`config.mk`:
```
export PLATFORM = sky130hd
export DESIGN_NAME = reg_access_arbiter
export DESIGN_NICKNAME = d
export VERILOG_FILES = /design/src/rtl/reg_arb_pkg.sv /design/src/rtl/reg_arb_watchdog.sv /design/src/rtl/reg_access_arbiter.sv
export SDC_FILE = /design/constraint.sdc
export NUM_CORES = 1
export LEC_CHECK = 0
export ABC_CLOCK_PERIOD_IN_PS = 6610
export BUFFER_PORTS_ARGS = -buffer_cell sky130_fd_sc_hd__buf_4
export CAP_MARGIN = 20
export CORE_MARGIN = 2
export CORE_UTILIZATION = 50
export CTS_CLUSTER_DIAMETER = 80
export DETAILED_ROUTE_END_ITERATION = 10
export GPL_TIMING_DRIVEN = 0
export PLACE_DENSITY_LB_ADDON = 0.12
export SETUP_SLACK_MARGIN = 0.2
export SLEW_MARGIN = 20
export SYNTH_ARGS = -nofsm -noshare
export SYNTH_HDL_FRONTEND = slang
export SYNTH_SLANG_ARGS = --single-unit
```
`constraint.sdc`:
```
create_clock -name clock -period 6.61 [get_ports clock]
set_input_delay 0.3305 -clock clock [delete_from_list [all_inputs] [get_ports clock]]
set_output_delay 0.3305 -clock clock [all_outputs]
set_load 0.02 [all_outputs]
```
`src/rtl/reg_arb_pkg.sv`:
```
// Shared definitions for the register-access arbiter: FSM encoding and
// fixed addresses/data used by the watchdog kill write and aux write protection.
package reg_arb_pkg;

    typedef enum logic [1:0] {
        ST_IDLE   = 2'd0,
        ST_RD     = 2'd1,
        ST_RDWAIT = 2'd2
    } arb_state_t;

    localparam logic [5:0] BCAST_ALL_ADDR = 6'h01;
    localparam logic [7:0] KILL_DATA      = 8'h00;
    localparam logic [5:0] PROT_ADDR_MAX  = 6'h03;

endpackage

```
`src/rtl/reg_arb_watchdog.sv`:
```
// SPI-activity watchdog: arms on the first SPI write, counts down between SPI
// writes and requests a one-shot kill write when the count runs out.
module reg_arb_watchdog #(
    parameter int WD_W = 16
) (
    input  logic            clock,
    input  logic            reset_n,
    input  logic            wd_enable,
    input  logic [WD_W-1:0] wd_timeout,
    input  logic            spi_wack,
    input  logic            kill_grant,
    output logic            kill_pending,
    output logic            wd_tripped
);

    logic [WD_W-1:0] count;
    logic            armed;
    logic            running;
    logic            expire;

    assign running = wd_enable && (wd_timeout != '0);
    // A reload in the same cycle always beats an expiry.
    assign expire  = armed && running && !wd_tripped && !spi_wack && (count == '0);

    always_ff @(posedge clock or negedge reset_n) begin
        if (!reset_n) begin
            count        <= '0;
            armed        <= 1'b0;
            kill_pending <= 1'b0;
            wd_tripped   <= 1'b0;
        end else begin
            if (spi_wack)
                armed <= 1'b1;

            if (spi_wack || !running)
                count <= wd_timeout;
            else if (count != '0)
                count <= count - 1'b1;

            if (kill_grant)
                kill_pending <= 1'b0;
            else if (expire)
                kill_pending <= 1'b1;

            if (kill_grant)
                wd_tripped <= 1'b1;
            else if (spi_wack)
                wd_tripped <= 1'b0;
        end
    end

endmodule

```
`src/rtl/reg_access_arbiter.sv`:
```
// Arbitrates SPI and internal (aux) requesters onto a single register-file
// port; a watchdog kill write preempts both when SPI goes silent.
//
//   state     | meaning
//   ST_IDLE   | accept watchdog kill or a spi/aux request; writes finish here
//   ST_RD     | rf_read_en strobe cycle
//   ST_RDWAIT | register file returns data; ack the reader at the next edge
module reg_access_arbiter
    import reg_arb_pkg::*;
#(
    parameter int ADDR_W = 6,
    parameter int DATA_W = 8,
    parameter int WD_W   = 16
) (
    input  logic              clock,
    input  logic              reset_n,
    input  logic              spi_req,
    input  logic              spi_we,
    input  logic [ADDR_W-1:0] spi_addr,
    input  logic [DATA_W-1:0] spi_wdata,
    output logic              spi_ack,
    output logic [DATA_W-1:0] spi_rdata,
    input  logic              aux_req,
    input  logic              aux_we,
    input  logic [ADDR_W-1:0] aux_addr,
    input  logic [DATA_W-1:0] aux_wdata,
    output logic              aux_ack,
    output logic [DATA_W-1:0] aux_rdata,
    output logic              aux_err,
    input  logic              wd_enable,
    input  logic [WD_W-1:0]   wd_timeout,
    output logic              wd_tripped,
    output logic [ADDR_W-1:0] rf_address,
    output logic [DATA_W-1:0] rf_wr_data,
    output logic              rf_write_en,
    output logic              rf_read_en,
    input  logic [DATA_W-1:0] rf_rd_data
);

    arb_state_t        state, state_nxt;
    logic              last_spi, last_spi_nxt;
    logic              rd_spi, rd_spi_nxt;
    logic              spi_wack, spi_wack_nxt;
    logic              spi_ack_nxt, aux_ack_nxt, aux_err_nxt;
    logic [DATA_W-1:0] spi_rdata_nxt, aux_rdata_nxt;
    logic [ADDR_W-1:0] rf_address_nxt;
    logic [DATA_W-1:0] rf_wr_data_nxt;
    logic              rf_write_en_nxt, rf_read_en_nxt;
    logic              kill_grant, kill_pending;
    logic              spi_ok, aux_ok, grant_spi, grant_aux;

    reg_arb_watchdog #(.WD_W(WD_W)) u_watchdog (
        .clock        (clock),
        .reset_n      (reset_n),
        .wd_enable    (wd_enable),
        .wd_timeout   (wd_timeout),
        .spi_wack     (spi_wack),
        .kill_grant   (kill_grant),
        .kill_pending (kill_pending),
        .wd_tripped   (wd_tripped)
    );

    always_ff @(posedge clock or negedge reset_n) begin
        if (!reset_n) begin
            state       <= ST_IDLE;
            last_spi    <= 1'b0;
            rd_spi      <= 1'b0;
            spi_wack    <= 1'b0;
            spi_ack     <= 1'b0;
            aux_ack     <= 1'b0;
            aux_err     <= 1'b0;
            spi_rdata   <= '0;
            aux_rdata   <= '0;
            rf_address  <= '0;
            rf_wr_data  <= '0;
            rf_write_en <= 1'b0;
            rf_read_en  <= 1'b0;
        end else begin
            state       <= state_nxt;
            last_spi    <= last_spi_nxt;
            rd_spi      <= rd_spi_nxt;
            spi_wack    <= spi_wack_nxt;
            spi_ack     <= spi_ack_nxt;
            aux_ack     <= aux_ack_nxt;
            aux_err     <= aux_err_nxt;
            spi_rdata   <= spi_rdata_nxt;
            aux_rdata   <= aux_rdata_nxt;
            rf_address  <= rf_address_nxt;
            rf_wr_data  <= rf_wr_data_nxt;
            rf_write_en <= rf_write_en_nxt;
            rf_read_en  <= rf_read_en_nxt;
        end
    end

    always_comb begin
        state_nxt       = state;
        last_spi_nxt    = last_spi;
        rd_spi_nxt      = rd_spi;
        spi_wack_nxt    = 1'b0;
        spi_ack_nxt     = 1'b0;
        aux_ack_nxt     = 1'b0;
        aux_err_nxt     = 1'b0;
        spi_rdata_nxt   = spi_rdata;
        aux_rdata_nxt   = aux_rdata;
        rf_address_nxt  = rf_address;
        rf_wr_data_nxt  = rf_wr_data;
        rf_write_en_nxt = 1'b0;
        rf_read_en_nxt  = 1'b0;
        kill_grant      = 1'b0;

        // A requester being acked this cycle is still holding its old request.
        spi_ok    = spi_req && !spi_ack;
        aux_ok    = aux_req && !aux_ack;
        grant_spi = spi_ok && (!aux_ok || !last_spi);
        grant_aux = aux_ok && !grant_spi;

        case (state)
            ST_IDLE: begin
                if (kill_pending) begin
                    kill_grant      = 1'b1;
                    rf_write_en_nxt = 1'b1;
                    rf_address_nxt  = ADDR_W'(BCAST_ALL_ADDR);
                    rf_wr_data_nxt  = DATA_W'(KILL_DATA);
                end else if (grant_spi) begin
                    last_spi_nxt   = 1'b1;
                    rf_address_nxt = spi_addr;
                    if (spi_we) begin
                        rf_write_en_nxt = 1'b1;
                        rf_wr_data_nxt  = spi_wdata;
                        spi_ack_nxt     = 1'b1;
                        spi_wack_nxt    = 1'b1;
                    end else begin
                        rf_read_en_nxt = 1'b1;
                        rd_spi_nxt     = 1'b1;
                        state_nxt      = ST_RD;
                    end
                end else if (grant_aux) begin
                    last_spi_nxt = 1'b0;
                    if (aux_we && (aux_addr <= ADDR_W'(PROT_ADDR_MAX))) begin
                        aux_ack_nxt = 1'b1;
                        aux_err_nxt = 1'b1;
                    end else if (aux_we) begin
                        rf_address_nxt  = aux_addr;
                        rf_write_en_nxt = 1'b1;
                        rf_wr_data_nxt  = aux_wdata;
                        aux_ack_nxt     = 1'b1;
                    end else begin
                        rf_address_nxt = aux_addr;
                        rf_read_en_nxt = 1'b1;
                        rd_spi_nxt     = 1'b0;
                        state_nxt      = ST_RD;
                    end
                end
            end
            ST_RD: state_nxt = ST_RDWAIT;
            ST_RDWAIT: begin
                state_nxt = ST_IDLE;
                if (rd_spi) begin
                    spi_ack_nxt   = 1'b1;
                    spi_rdata_nxt = rf_rd_data;
                end else begin
                    aux_ack_nxt   = 1'b1;
                    aux_rdata_nxt = rf_rd_data;
                end
            end
            default: state_nxt = ST_IDLE;
        endcase
    end

endmodule

```
After elaboration in Yosys (flattened, before gate mapping)

Cells that the tools add are included.

Memories kept: 0
Memory bits (read-only): 0
Bits in writable memories: 0
Latch bits: 0
Register bits after elaboration: 59
Logic and storage cells: 132

Divide/modulo/power cells: 0
Multipliers: 0
Reduce and logical (&&, ||, !) cells: 37
Bitwise operators: 2
$lt $le $gt $ge: 1
Muxes and demuxes: 62
Add/subtract/negate cells: 1
Equal/unequal tests: 12
Shift-type cells: 0

Operators with widths:

| operator              | number |
|---|---|
| $mux 8                | 6 |
| $mux 1                | 41 |
| $mux 16               | 2 |
| $reduce_bool 16->1    | 2 |
| $mux 6                | 4 |
| $logic_not 16->1      | 1 |
| $sub 16x1->16 const B | 1 |
| $mux 2                | 6 |
| $ne 3x3->1 const B    | 4 |
| $logic_and 1x1->1     | 10 |
| $reduce_and 5->1      | 2 |
| $logic_not 1->1       | 8 |
| $reduce_bool 2->1     | 4 |
| $le 6x2->1 const B    | 1 |
| $ne 2x2->1 const B    | 3 |
| $ne 3x2->1 const B    | 2 |
| $reduce_and 3->1      | 2 |
| $reduce_and 6->1      | 1 |
| $reduce_bool 3->1     | 2 |
| $pmux 1 s2            | 2 |
| $pmux 2 s2            | 1 |
| $reduce_and 2->1      | 2 |
| $eq 2x1->1 const B    | 1 |
| $eq 2x2->1 const B    | 1 |
| 4 further kinds       | 6 |

Longest topological paths before layout

Word-level depth: 11
Gate-level depth with buffers: 7
Mapped depth without buffers: 6

By module

Synthesis repeated with hierarchy kept, for this count alone.

Cell total of the unflattened synthesis: 246
Area total of the unflattened synthesis: 2896.5 µm²

Modules (own cells, without submodules):

| module             | area each (µm²) | times used | cells an instance | seq. area each (µm²) |
|---|---|---|---|---|
| reg_access_arbiter | 1815.5          | 1          | 133               | 1001.0 |
| reg_arb_watchdog   | 1081.0          | 1          | 113               | 475.5 |

Worst setup path before layout

Ideal clock, no wire load.

Kind: flip-flop to flip-flop
From: register u_watchdog.count[9]
To: register u_watchdog.count[1]
Library setup time: 0.125 ns
Data arrival time: 2.155 ns
Cell stages (with the launch flop): 6
Buffers on the path: 0
Setup slack: 4.331 ns
Clock period less this slack: 2.279 ns
Cell sequence: dfrtp_1 or4_4 or3_4 or4_4 mux2i_1 mux2_2

Longest elaborated chain between the ends: 2

Ends and longest elaborated chain:

| element                            | line                   | RTL |
|---|---|---|
| start, declared                    | reg_arb_watchdog.sv:16 | `logic [WD_W-1:0] count;` |
| start signal, assigned             | reg_arb_watchdog.sv:36 | `count <= wd_timeout;` |
| start signal, assigned             | reg_arb_watchdog.sv:38 | `count <= count - 1'b1;` |
| $reduce_bool 16->1                 | reg_arb_watchdog.sv:37 | `else if (count != '0)` |
| $reduce_bool 2->1 (no source line) | n/a                    |  |

No other way between the ends.
A chain may end at the register's enable or synchronous reset.

Final worst setup path

From: register u_watchdog.count[8]
To: register u_watchdog.count[1]

The elaborated chain is that of the path after synthesis.

==> summary.md <==
| Metric | Value |
|---|---|
| Mean Syn Cell Area | 10.9 sq um |
| Vias/cell | 5.27 |
| Crit path time final | 2380 ps |
| Pwr dens | 438 mW/mm^2 |
| Worst VDD drop | 0.288 mV |
| Post_cts resized | 0 |
| Port buffer count | 94 |
| Critical setup path kind | flip-flop to flip-flop |
| First-pass GRT wire length | 10400 um |
| Synth top area cells | dfrtp_1 (54%), mux2_2 (7.4%), mux2i_1 (5.5%), o21ai_0 (5.5%), nand2_1 (4.5%) |
| R2R Setup Slk | 4230 ps |
| Die Wd | 77.9 um |
| DR iter-0 viols | 73 |
| IO Pins | 95 |
| Vias | 2264 |
| WP buf/inv | 0 |
| Core area | 0.00520 sq mm |
| Outcome | finished clean |
| Max Fanout on Critical Path | 5 |
| Number of inserted diodes | 0 |
| Top FF cell, synth | dfrtp_1 |
| CTS max path bufs | 2 |
| CTS tree | yes |
| Die height | 77.9 um |
| Max Cap Violations | 0 |
| Layout Skew | 5.32 ps |
| Crit-path max cell delay | 560 ps |
| Synth area leader | dfrtp_1 |
| Final setup TNS | 0 ps |
| Share of layout cells above drive strength 1 | 37.8% |
| Worst path cell trace | or4_4 -> or3_4 -> or4_4 -> mux2i_1 -> mux2_2 |
| Drt drc | 0 |
| Fin util | 72.3% |
| Wire per inst | 14.6 um |
| Vias in the first global route | 2371 |
| Final ANT Viol Nets | 0 |
| Pwr Total | 1.65 mW |
| Worst hold margin | 50.1 ps |
| Synth unique cells | 36 |
| Startpoint Class | flip-flop |
| Commonest non-fill, non-tap cell in the layout | buf_4 |
| Initial Utilization | 52.5% |
| CTS H-tree depth | 3 |
| DRT Wirelength | 6280 um |
| Ys Warns | 0 |
| Final Max Tran Viols | 0 |
| Nets@finish | 416 |
| Ys async rst share | 100% |
| Worst-path clk slew | 70 ps |
| Skew-Pair Late Insertion Delay | 330 ps |
| CP arrival | 2600 ps |
| Top cell type's share of synthesized area | 54.0% |
| Post-CTS Setup Bufs | 0 |
| Crit path capture type | flip-flop |
| Largest net degree at the start of global routing | 60 |
| DP HPWL | 4620 um |
| Hold/Removal Path Class | input pin to async pin |
| Pre-CTS setup slack | 4210 ps |
| Measured slew at the worst slew-check pin | 780 ps |
| CTS Hold Bufs | 0 |
| Final setup margin | 4230 ps |
| Area growth, synth to finish | 37.7% |
| CP Data Required Time | 6830 ps |
| Register area share after synthesis | 54.0% |
| Post-synthesis net count | 311 |
| Cells after Synth | 250 |
| Finished Layout Cells | 430 |
| Placed Cells | 414 |
| GRT overflow | 0 |
| Fin crit share | 36.0% |
| Full die area | 0.00607 sq mm |
| GP Congestion | 0.895 |
| Endpoints failing setup | 0 |
| Flop and latch count out of synthesis | 59 |
| Worst rel slew slack | 48.0% |
| Design Area, Final | 0.00376 sq mm |
| Clk root buf | clkbuf_8 |
| Synthesized area | 0.00273 sq mm |
| Crit-path slowest cell | or4_4 |
| Core Rows | 26 |
| Crit path max-delay family | simple AND/OR/NAND/NOR gates |
| RSZ-0062 raised after global routing | false |
| Instance area at placement | 0.00353 sq mm |
| Cell mode on critical path | or4_4 |
| Max Fclk | 420 MHz |
| Final hold violation count | 0 |
| GRT Total Usage | 22.0% |
| Most frequent cells in the layout | buf_4 (94), dfrtp_1 (59), nand2_1 (33) |
| Initial antenna violation count | 0 |
| DR pass1 iterations | 4 |
| Clk sink count | 59 |
| Pleak | 1.77 nW |
| EDFF count, synth | 0 |
| CTS Buf Count | 9 |
[synthesized netlist by cell type (4+ instances only)]
library cell / count
a21oi_1: 5
mux2_2: 18
o21ai_0: 30
xor2_1: 4
mux2i_1: 15
dfrtp_1: 59
o2bb2ai_1: 4
inv_1: 6
xnor2_1: 11
nor3_1: 8
nor4_1: 9
nor2_1: 9
nand2_1: 33
clkbuf_1: 4
[where the power goes]
part / switching, mW / total [mW] / internal (mW)
logic: 0.358 / 0.670 / 0.312
clock network: 0.141 / 0.373 / 0.232
registers: 0.102 / 0.604 / 0.502
total: 0.600 / 1.65 / 1.05
[final timing paths]
kind	startpoint	end	cells past startpoint
min in group clock	wd_timeout[3]	u_watchdog.count[3]	3
max reg2reg	u_watchdog.count[8]	u_watchdog.count[1]	5
max	u_watchdog.count[8]	u_watchdog.count[1]	5
min reg2reg	u_watchdog.armed	u_watchdog.armed	1
min	reset_n	u_watchdog.count[9]	1
max in group asynchronous	reset_n	u_watchdog.count[2]	1
[routing by layer]
metal / vias up / part of all wire, % / track usage, %
met3: 6 / 7.7 / 8.49
met2: 74 / 49 / 35.9
met5: - / 0 / 0
li1: 1106 / - / -
met4: 0 / 1.1 / 7.72
met1: 1078 / 42 / 26.5
[final cells by class]
cell class | instances | area (sq um)
Tap cell | 70 | 87.6
Clock buffer | 12 | 155
Fill cell | 406 | 1440
Multi-Input combinational cell | 180 | 1220
Timing Repair Buffer | 94 | 706
Inverter | 6 | 22.5
Clock inverter | 4 | 72.6
Sequential cell | 59 | 1480
Buffer | 5 | 18.8
[state kept, by name, indices dropped and copies added (netlist names), 2 cells and up]
register / flops
spi_rdata: 8
aux_rdata: 8
u_watchdog.count: 16
rf_address: 6
state: 2
rf_wr_data: 8
[kinds of logic (layout without fill, tap and decap cells)]
| kind of cell | Yosys count | count (layout) | synth area share (%) |
|---|---|---|---|
| multiplexers | 33 | 33 | 12.9 |
| AO/OA/AOI/OAI | 49 | 49 | 10.8 |
| adder cells (fa/ha/maj) | 2 | 2 | 0.916 |
| AND/OR/NAND/NOR | 81 | 81 | 15.1 |
| buffers and inverters | 11 | 121 | 1.51 |
| XOR/XNOR | 15 | 15 | 4.81 |
| flip-flops | 59 | 59 | 54.0 |
No activity file was read; power rests on OpenSTA's default activity.
